===== src/rtl/k_exec_unit_if.sv =====
// Instruction-in, ALU-drive and result-out signal bundle for the execute-stage sequencer.
// slave is the sequencer's view; master is the view of whatever surrounds it.
interface k_exec_unit_if #(
    parameter int DATA_W = 32,
    parameter int ADDR_W = 4,
    parameter int SEL_W  = 4,
    parameter int IMM_W  = 16
);
    logic              in_valid;
    logic              in_ready;
    logic [SEL_W-1:0]  in_sel;
    logic [ADDR_W-1:0] in_rs;
    logic [ADDR_W-1:0] in_rt;
    logic [ADDR_W-1:0] in_rd;
    logic              in_use_imm;
    logic              in_load;
    logic [IMM_W-1:0]  in_imm;

    logic [DATA_W-1:0] alu_a;
    logic [DATA_W-1:0] alu_b;
    logic [SEL_W-1:0]  alu_sel;
    logic [DATA_W-1:0] alu_res;

    logic              out_valid;
    logic              out_ready;
    logic [DATA_W-1:0] out_data;
    logic [ADDR_W-1:0] out_rd;
    logic              out_zero;

    modport slave (
        input  in_valid, in_sel, in_rs, in_rt, in_rd, in_use_imm, in_load, in_imm,
        output in_ready,
        output alu_a, alu_b, alu_sel,
        input  alu_res,
        output out_valid, out_data, out_rd, out_zero,
        input  out_ready
    );

    modport master (
        output in_valid, in_sel, in_rs, in_rt, in_rd, in_use_imm, in_load, in_imm,
        input  in_ready,
        input  alu_a, alu_b, alu_sel,
        output alu_res,
        input  out_valid, out_data, out_rd, out_zero,
        output out_ready
    );
endinterface


===== src/rtl/k_exec_unit.sv =====
// Execute-stage sequencer: IDLE -> READ -> EXEC -> WB around an external combinational ALU,
// with a 16-entry register file (R0 hard-wired to zero) fed by the writeback handshake.
module k_exec_unit #(
    parameter int DATA_W  = 32,
    parameter int REG_CNT = 16,
    parameter int ADDR_W  = 4,
    parameter int SEL_W   = 4,
    parameter int IMM_W   = 16
) (
    input logic           clk,
    input logic           rst_n,
    k_exec_unit_if.slave  xu
);
    typedef enum logic [1:0] {IDLE, READ, EXEC, WB} state_t;

    state_t              state_q;
    logic                in_ready_q;
    logic                out_valid_q;

    logic [SEL_W-1:0]    sel_q;
    logic [ADDR_W-1:0]   rs_q;
    logic [ADDR_W-1:0]   rt_q;
    logic [ADDR_W-1:0]   rd_q;
    logic                use_imm_q;
    logic                load_q;
    logic [IMM_W-1:0]    imm_q;

    logic [DATA_W-1:0]   alu_a_q;
    logic [DATA_W-1:0]   alu_b_q;
    logic [SEL_W-1:0]    alu_sel_q;
    logic [DATA_W-1:0]   res_q;

    logic [DATA_W-1:0]   rf_q [REG_CNT];

    logic [DATA_W-1:0]   alu_a_d;
    logic [DATA_W-1:0]   alu_b_d;
    logic [DATA_W-1:0]   res_d;

    function automatic logic [DATA_W-1:0] sext(input logic signed [IMM_W-1:0] v);
        return {{(DATA_W-IMM_W){v[IMM_W-1]}}, v};
    endfunction

    // Index 0 reads as zero whatever the array holds.
    always_comb begin
        alu_a_d = '0;
        alu_b_d = '0;
        if (rs_q != '0) alu_a_d = rf_q[rs_q];
        if (use_imm_q)         alu_b_d = sext(imm_q);
        else if (rt_q != '0)   alu_b_d = rf_q[rt_q];
        res_d = load_q ? sext(imm_q) : xu.alu_res;
    end

    always_ff @(posedge clk or negedge rst_n) begin
        if (!rst_n) begin
            state_q     <= IDLE;
            in_ready_q  <= 1'b1;
            out_valid_q <= 1'b0;
            sel_q       <= '0;
            rs_q        <= '0;
            rt_q        <= '0;
            rd_q        <= '0;
            use_imm_q   <= 1'b0;
            load_q      <= 1'b0;
            imm_q       <= '0;
            alu_a_q     <= '0;
            alu_b_q     <= '0;
            alu_sel_q   <= '0;
            res_q       <= '0;
            for (int i = 0; i < REG_CNT; i++) rf_q[i] <= '0;
        end else begin
            case (state_q)
                IDLE: begin
                    if (xu.in_valid && in_ready_q) begin
                        sel_q      <= xu.in_sel;
                        rs_q       <= xu.in_rs;
                        rt_q       <= xu.in_rt;
                        rd_q       <= xu.in_rd;
                        use_imm_q  <= xu.in_use_imm;
                        load_q     <= xu.in_load;
                        imm_q      <= xu.in_imm;
                        in_ready_q <= 1'b0;
                        state_q    <= READ;
                    end
                end
                // ALU inputs change only here, so they are stable through all of EXEC.
                READ: begin
                    alu_a_q   <= alu_a_d;
                    alu_b_q   <= alu_b_d;
                    alu_sel_q <= sel_q;
                    state_q   <= EXEC;
                end
                EXEC: begin
                    res_q       <= res_d;
                    out_valid_q <= 1'b1;
                    state_q     <= WB;
                end
                WB: begin
                    if (xu.out_ready) begin
                        if (rd_q != '0) rf_q[rd_q] <= res_q;
                        out_valid_q <= 1'b0;
                        in_ready_q  <= 1'b1;
                        state_q     <= IDLE;
                    end
                end
                default: state_q <= IDLE;
            endcase
        end
    end

    assign xu.in_ready  = in_ready_q;
    assign xu.alu_a     = alu_a_q;
    assign xu.alu_b     = alu_b_q;
    assign xu.alu_sel   = alu_sel_q;
    assign xu.out_valid = out_valid_q;
    assign xu.out_data  = res_q;
    assign xu.out_rd    = rd_q;
    assign xu.out_zero  = (res_q == '0);
endmodule


===== src/flat_wrapper.sv =====
// flat-port wrapper written by rule: the top's interface ports become plain ports
module k_exec_unit_flat 
#(
    parameter int DATA_W  = 32,
    parameter int REG_CNT = 16,
    parameter int ADDR_W  = 4,
    parameter int SEL_W   = 4,
    parameter int IMM_W   = 16
)
  (clk, rst_n, xu_in_valid, xu_in_sel, xu_in_rs, xu_in_rt, xu_in_rd, xu_in_use_imm, xu_in_load, xu_in_imm, xu_in_ready, xu_alu_a, xu_alu_b, xu_alu_sel, xu_alu_res, xu_out_valid, xu_out_data, xu_out_rd, xu_out_zero, xu_out_ready);
  k_exec_unit_if #(.DATA_W(DATA_W), .ADDR_W(ADDR_W), .SEL_W(SEL_W), .IMM_W(IMM_W)) xu_i ();
  input logic clk;
  input logic rst_n;
  input wire logic [$bits(xu_i.in_valid)-1:0] xu_in_valid;
  input wire logic [$bits(xu_i.in_sel)-1:0] xu_in_sel;
  input wire logic [$bits(xu_i.in_rs)-1:0] xu_in_rs;
  input wire logic [$bits(xu_i.in_rt)-1:0] xu_in_rt;
  input wire logic [$bits(xu_i.in_rd)-1:0] xu_in_rd;
  input wire logic [$bits(xu_i.in_use_imm)-1:0] xu_in_use_imm;
  input wire logic [$bits(xu_i.in_load)-1:0] xu_in_load;
  input wire logic [$bits(xu_i.in_imm)-1:0] xu_in_imm;
  output wire logic [$bits(xu_i.in_ready)-1:0] xu_in_ready;
  output wire logic [$bits(xu_i.alu_a)-1:0] xu_alu_a;
  output wire logic [$bits(xu_i.alu_b)-1:0] xu_alu_b;
  output wire logic [$bits(xu_i.alu_sel)-1:0] xu_alu_sel;
  input wire logic [$bits(xu_i.alu_res)-1:0] xu_alu_res;
  output wire logic [$bits(xu_i.out_valid)-1:0] xu_out_valid;
  output wire logic [$bits(xu_i.out_data)-1:0] xu_out_data;
  output wire logic [$bits(xu_i.out_rd)-1:0] xu_out_rd;
  output wire logic [$bits(xu_i.out_zero)-1:0] xu_out_zero;
  input wire logic [$bits(xu_i.out_ready)-1:0] xu_out_ready;
  assign xu_i.in_valid = xu_in_valid;
  assign xu_i.in_sel = xu_in_sel;
  assign xu_i.in_rs = xu_in_rs;
  assign xu_i.in_rt = xu_in_rt;
  assign xu_i.in_rd = xu_in_rd;
  assign xu_i.in_use_imm = xu_in_use_imm;
  assign xu_i.in_load = xu_in_load;
  assign xu_i.in_imm = xu_in_imm;
  assign xu_in_ready = xu_i.in_ready;
  assign xu_alu_a = xu_i.alu_a;
  assign xu_alu_b = xu_i.alu_b;
  assign xu_alu_sel = xu_i.alu_sel;
  assign xu_i.alu_res = xu_alu_res;
  assign xu_out_valid = xu_i.out_valid;
  assign xu_out_data = xu_i.out_data;
  assign xu_out_rd = xu_i.out_rd;
  assign xu_out_zero = xu_i.out_zero;
  assign xu_i.out_ready = xu_out_ready;
  k_exec_unit #(.DATA_W(DATA_W), .REG_CNT(REG_CNT), .ADDR_W(ADDR_W), .SEL_W(SEL_W), .IMM_W(IMM_W)) u_core (.clk(clk), .rst_n(rst_n), .xu(xu_i));
endmodule

===== config.mk =====
export PLATFORM = sky130hd
export DESIGN_NAME = k_exec_unit_flat
export DESIGN_NICKNAME = d
export VERILOG_FILES = /design/src/rtl/k_exec_unit_if.sv /design/src/rtl/k_exec_unit.sv /design/src/flat_wrapper.sv
export SDC_FILE = /design/constraint.sdc
export NUM_CORES = 1
export LEC_CHECK = 0
export ABC_AREA = 1
export CAP_MARGIN = 25
export CORE_MARGIN = 2
export CORE_UTILIZATION = 41
export CTS_BUF_LIST = sky130_fd_sc_hd__clkbuf_8
export CTS_CLUSTER_SIZE = 8
export DETAILED_ROUTE_END_ITERATION = 8
export GPL_ROUTABILITY_DRIVEN = 0
export HOLD_SLACK_MARGIN = 0.06
export PLACE_DENSITY_LB_ADDON = 0.25
export RECOVER_POWER = 100
export SYNTH_ARGS = -nofsm -noshare
export SYNTH_HDL_FRONTEND = slang
export SYNTH_SLANG_ARGS = --single-unit

===== constraint.sdc =====
create_clock -name clk -period 4.27 [get_ports clk]
set_clock_uncertainty 0.15 [all_clocks]
set_input_delay 0.854 -clock clk [delete_from_list [all_inputs] [get_ports clk]]
set_output_delay 0.854 -clock clk [all_outputs]
set_load 0.1 [all_outputs]

==> summary by stage <==
Outcome
The flow ran to the end, but the final reports show violations. The final reports fail on capacitance limit, slew limit.

Synthesis
The number of warning messages in the yosys log is 0. Of the total synthesized cell area, the portion taken by XOR and XNOR cells is 0. The synthesized design contains 650 register bits. Sorting the synthesized cells by how often they occur yields sky130_fd_sc_hd__nand2_1, sky130_fd_sc_hd__dfrtp_1, sky130_fd_sc_hd__inv_1, sky130_fd_sc_hd__nand3_1, sky130_fd_sc_hd__o21ai_0. Measured against the total synthesized area, the mux share comes to 0.007681.

The number of nets handed over by synthesis was 4895. Of the total synthesized cell area, the portion taken by AND, OR, NAND and NOR gates is 0.2486. Counting every instance in the synthesized netlist gives 4821. The share of synthesized cell area in full adder, half adder and majority cells is 0.001422. Averaged over all synthesized cells, the footprint is 7.299 um^2. In the post-synthesis netlist, the biggest area contributors are sky130_fd_sc_hd__dfrtp_1, sky130_fd_sc_hd__nand2_1, sky130_fd_sc_hd__nand3_1, sky130_fd_sc_hd__o21ai_0, sky130_fd_sc_hd__inv_1. The synthesized design contains 0 enable-type register cells.

The fraction of the mapped netlist area in compound gates is 0.1625. The dominant combinational cell family by area after synthesis is simple AND/OR/NAND/NOR gates. The share of synthesized area in the top cell type comes to 0.4615. Among all cell types in the netlist, the one instantiated most often is sky130_fd_sc_hd__nand2_1. The most area-hungry cell type in the Yosys netlist is sky130_fd_sc_hd__dfrtp_1. The mapped netlist covers 35190 um^2. The number of distinct library cells after synthesis is 34. The share of the Yosys chip area taken by registers is 0.4623. The most used flip-flop cell after synthesis is sky130_fd_sc_hd__dfrtp_1. Of all flip-flops after synthesis, the portion carrying an async set or reset was 1.000.

Worst setup path
STA puts the critical path data arrival time at 3100 ps. Of all nets on the critical path, the largest fanout is 17. The worst setup path category is register to primary output.

The sort of element at the start of the critical path is a register. The kind of end point of the critical path is a primary output. Data on the critical path is required at its endpoint by 3270 ps.

STA
The number of hold violations in the final report is 0. After routing, the total negative slack on setup checks comes to 0 ps. Setup violations remaining at the end of the flow were counted as 0. The headroom to the max-slew limit is -0.4874. Setup repair after global routing left no endpoint under its margin. The fmax is 243.9 MHz. The max-slew violation count is 900.

The final period demand of the worst path is 4100 ps. Of the available clock period, the critical path in the final layout requires 0.9602. The slew of the pin with the lowest slew margin is 2231 ps.

Floorplan
The floorplan die area is 88180 um^2. The number of rows created at floorplan is 107. The die is 297.0 um tall. During I/O placement, the number of pins put on the boundary was 177. The starting density of the core is 0.4133. The die is 297.0 um wide.

The area of the placeable core is 85150 um^2.

Pwr
The cell leakage power is 19.13 nW. The share of total power dissipated in sequential elements is 0.294. The clock share of power is 0.177. The switching component of the power is 18.29 mW.

The internal power contribution is 17.08 mW. The combinational share of power is 0.529. The overall power consumption is 35.36 mW. Across the VDD grid, the largest voltage drop is 0.0004852 V. The net switching fraction of the power is 0.5171. Dividing total power by cell area gives a power density of 896.4 nW/um^2.

Layout
The fraction of final layout cells with drive strength greater than 1 is 0.06553. The synthesis-to-layout area growth is 12.11%. After the last flow step, the layout net total stands at 4892.

Routing
The final layout contains routed wiring with a total length of 124000 um. The pre-antenna-repair detailed-routing pass consisted of 7 iterations. Detailed routing inserted a total of 32540 vias. In the routed design, unresolved DRC markers number 0.

Dividing the detail-routed via count by the number of cells gives 5.369. Dividing the detail-routed wire length by the instance count gives 20.45 um. In this run, the number of DRC markers left after iteration 0 of detailed routing was 3770. Once detail routing completed, the nets flagged for antenna violations numbered 0.

Global routing
The initial antenna violation count is 4. Global routing finished with a remaining overflow of 0. The via count of the first global-routing pass was 30830. The maximum number of pins on one net before global-route repair is 213. For this run, the total global-route usage over all layers was measured as 0.2785. The first global-routing pass estimated 190300 um of wire.

Clock tree
The clock net in this run drives a total of 650 sinks. TritonCTS built the clock tree. The register clock-pin slew on the reported worst setup and hold paths is 60 ps.

Clock tree synthesis selected as its root buffer the cell sky130_fd_sc_hd__clkbuf_8. The maximum clock insertion buffer count is 3. The deepest level of the CTS H-tree is 3. Counting the buffers created by CTS gives 113. For the worst-skew pair, the clock arrives at the later sink with an insertion delay of 770 ps.

Placement
The quantity of I/O buffers inserted on ports is 176. The detailed placer's ending HPWL is 71070 um.

Min path
In this run the worst hold path is classified as register to register.

Job
The max capacitance violation total is 14.
[area by class of cell]
class                           count  area (um^2)
Antenna cell                        3        7.507
Fill cell                        8722        45700
Timing Repair Buffer              272         2560
Tap cell                         1144         1431
Multi-Input combinational cell   3219        14540
Clock buffer                      155         2133
Sequential cell                   650        16280
Clock inverter                     56        380.4
Inverter                          562         2122
[registers in the layout, summed over array words and instances (netlist names)]
register             cells
u_core.rf_q            512
u_core.sel_q             4
u_core.xu.alu_a         32
u_core.xu.out_rd         4
u_core.load_q            1
u_core.xu.alu_sel        4
u_core.state_q           2
u_core.xu.alu_b         32
u_core.use_imm_q         1
u_core.xu.in_ready       1
u_core.xu.out_data      32
u_core.rs_q              4
u_core.imm_q            16
u_core.xu.out_valid      1
u_core.rt_q              4
[placed cells by master, fill, tap and decap left out, types with 5 or more instances in the layout]
cell type and n:
sky130_fd_sc_hd__nand3_2 6, sky130_fd_sc_hd__nand2_1 1507, sky130_fd_sc_hd__nor2_1 129, sky130_fd_sc_hd__clkinv_2 11
sky130_fd_sc_hd__clkbuf_4 5, sky130_fd_sc_hd__o21ai_1 22, sky130_fd_sc_hd__clkbuf_8 155, sky130_fd_sc_hd__o22ai_1 15
sky130_fd_sc_hd__clkbuf_2 16, sky130_fd_sc_hd__nand4_1 6, sky130_fd_sc_hd__o211ai_1 32, sky130_fd_sc_hd__a22oi_1 17
sky130_fd_sc_hd__o21ai_0 697, sky130_fd_sc_hd__a21oi_1 284, sky130_fd_sc_hd__nand3_1 458, sky130_fd_sc_hd__clkdlybuf4s50_1 68
sky130_fd_sc_hd__dfrtp_1 643, sky130_fd_sc_hd__buf_12 6, sky130_fd_sc_hd__bufinv_16 5, sky130_fd_sc_hd__buf_4 54
sky130_fd_sc_hd__mux2_2 24, sky130_fd_sc_hd__inv_1 589, sky130_fd_sc_hd__dlygate4sd3_1 105, sky130_fd_sc_hd__clkbuf_1 12
[stage by stage]
step	hold WS (ps)	worst slack, ps	instance area (um^2)	util	instances
detailed placement	234.6	771.0	37540	0.4409	5845
floorplan	291.1	593.0	35190	-	4821
global route	257.3	19.65	39450	0.4633	6061
CTS	247.5	119.5	40070	0.4706	6057
finish	244.1	169.9	39450	0.4633	6061
global placement	231.9	681.3	37360	0.4387	5838
[metal layers]
| metal | global-route usage | vias up | share of wire | wire (um) |
|---|---|---|---|---|
| met5 | 0.01136 | - | 0.0012 | 146 |
| met4 | 0.1074 | 2 | 0.037 | 4552 |
| met3 | 0.04155 | 279 | 0.081 | 10070 |
| met2 | 0.4383 | 1389 | 0.45 | 55430 |
| met1 | 0.3866 | 15510 | 0.43 | 53770 |
| li1 | - | 15370 | - | - |
[power by group through the flow]
stage	clock network [mW]	registers (mW)	logic, mW
floorplan	0	13.0	10.4
global placement	0	10.4	18.7
detailed placement	0	10.4	19.0
CTS	6.35	10.4	19.1
global route	6.65	10.7	20.4
finish	6.27	10.4	18.7
[critical path, stage by stage, from the launching register on]
cell and delay, ps:
sky130_fd_sc_hd__dfrtp_1 390, sky130_fd_sc_hd__inv_1 430, sky130_fd_sc_hd__nand4_1 150, sky130_fd_sc_hd__nor3_1 460, sky130_fd_sc_hd__nand3_1 140, sky130_fd_sc_hd__nor2_1 390
sky130_fd_sc_hd__buf_4 380
[path summary, 6_finish.rpt]
check | start | to | slack, ps | cells after the start
worst max-delay path | u_core.xu.out_data[31] | xu_out_zero | 170 | 6
worst max register to register | u_core.state_q[1] | u_core.xu.alu_b[23] | 250 | 7
max in group asynchronous | rst_n | u_core.rt_q[3] | 890 | 3
worst min register to register | u_core.rf_q[482] | u_core.rf_q[482] | 240 | 0
worst min-delay path | u_core.rf_q[482] | u_core.rf_q[482] | 240 | 0
min in group asynchronous | rst_n | u_core.rf_q[58] | 460 | 2
[kinds of logic after synthesis]
family / count (synthesis)
and+or+nand+nor: 2118
AOI/OAI and AO/OA: 1073
buffers and inverters: 952
DFF: 650
muxes: 24
adders and majority gates: 4
[repair_timing]
item,CTS,global route
gates resized for setup,1,0
hold buffers,1,0
buffers inserted,0,0
endpoints found under the setup margin,1,0
hold endpoints to repair,35,0
Power figures use the tool's default switching activity.
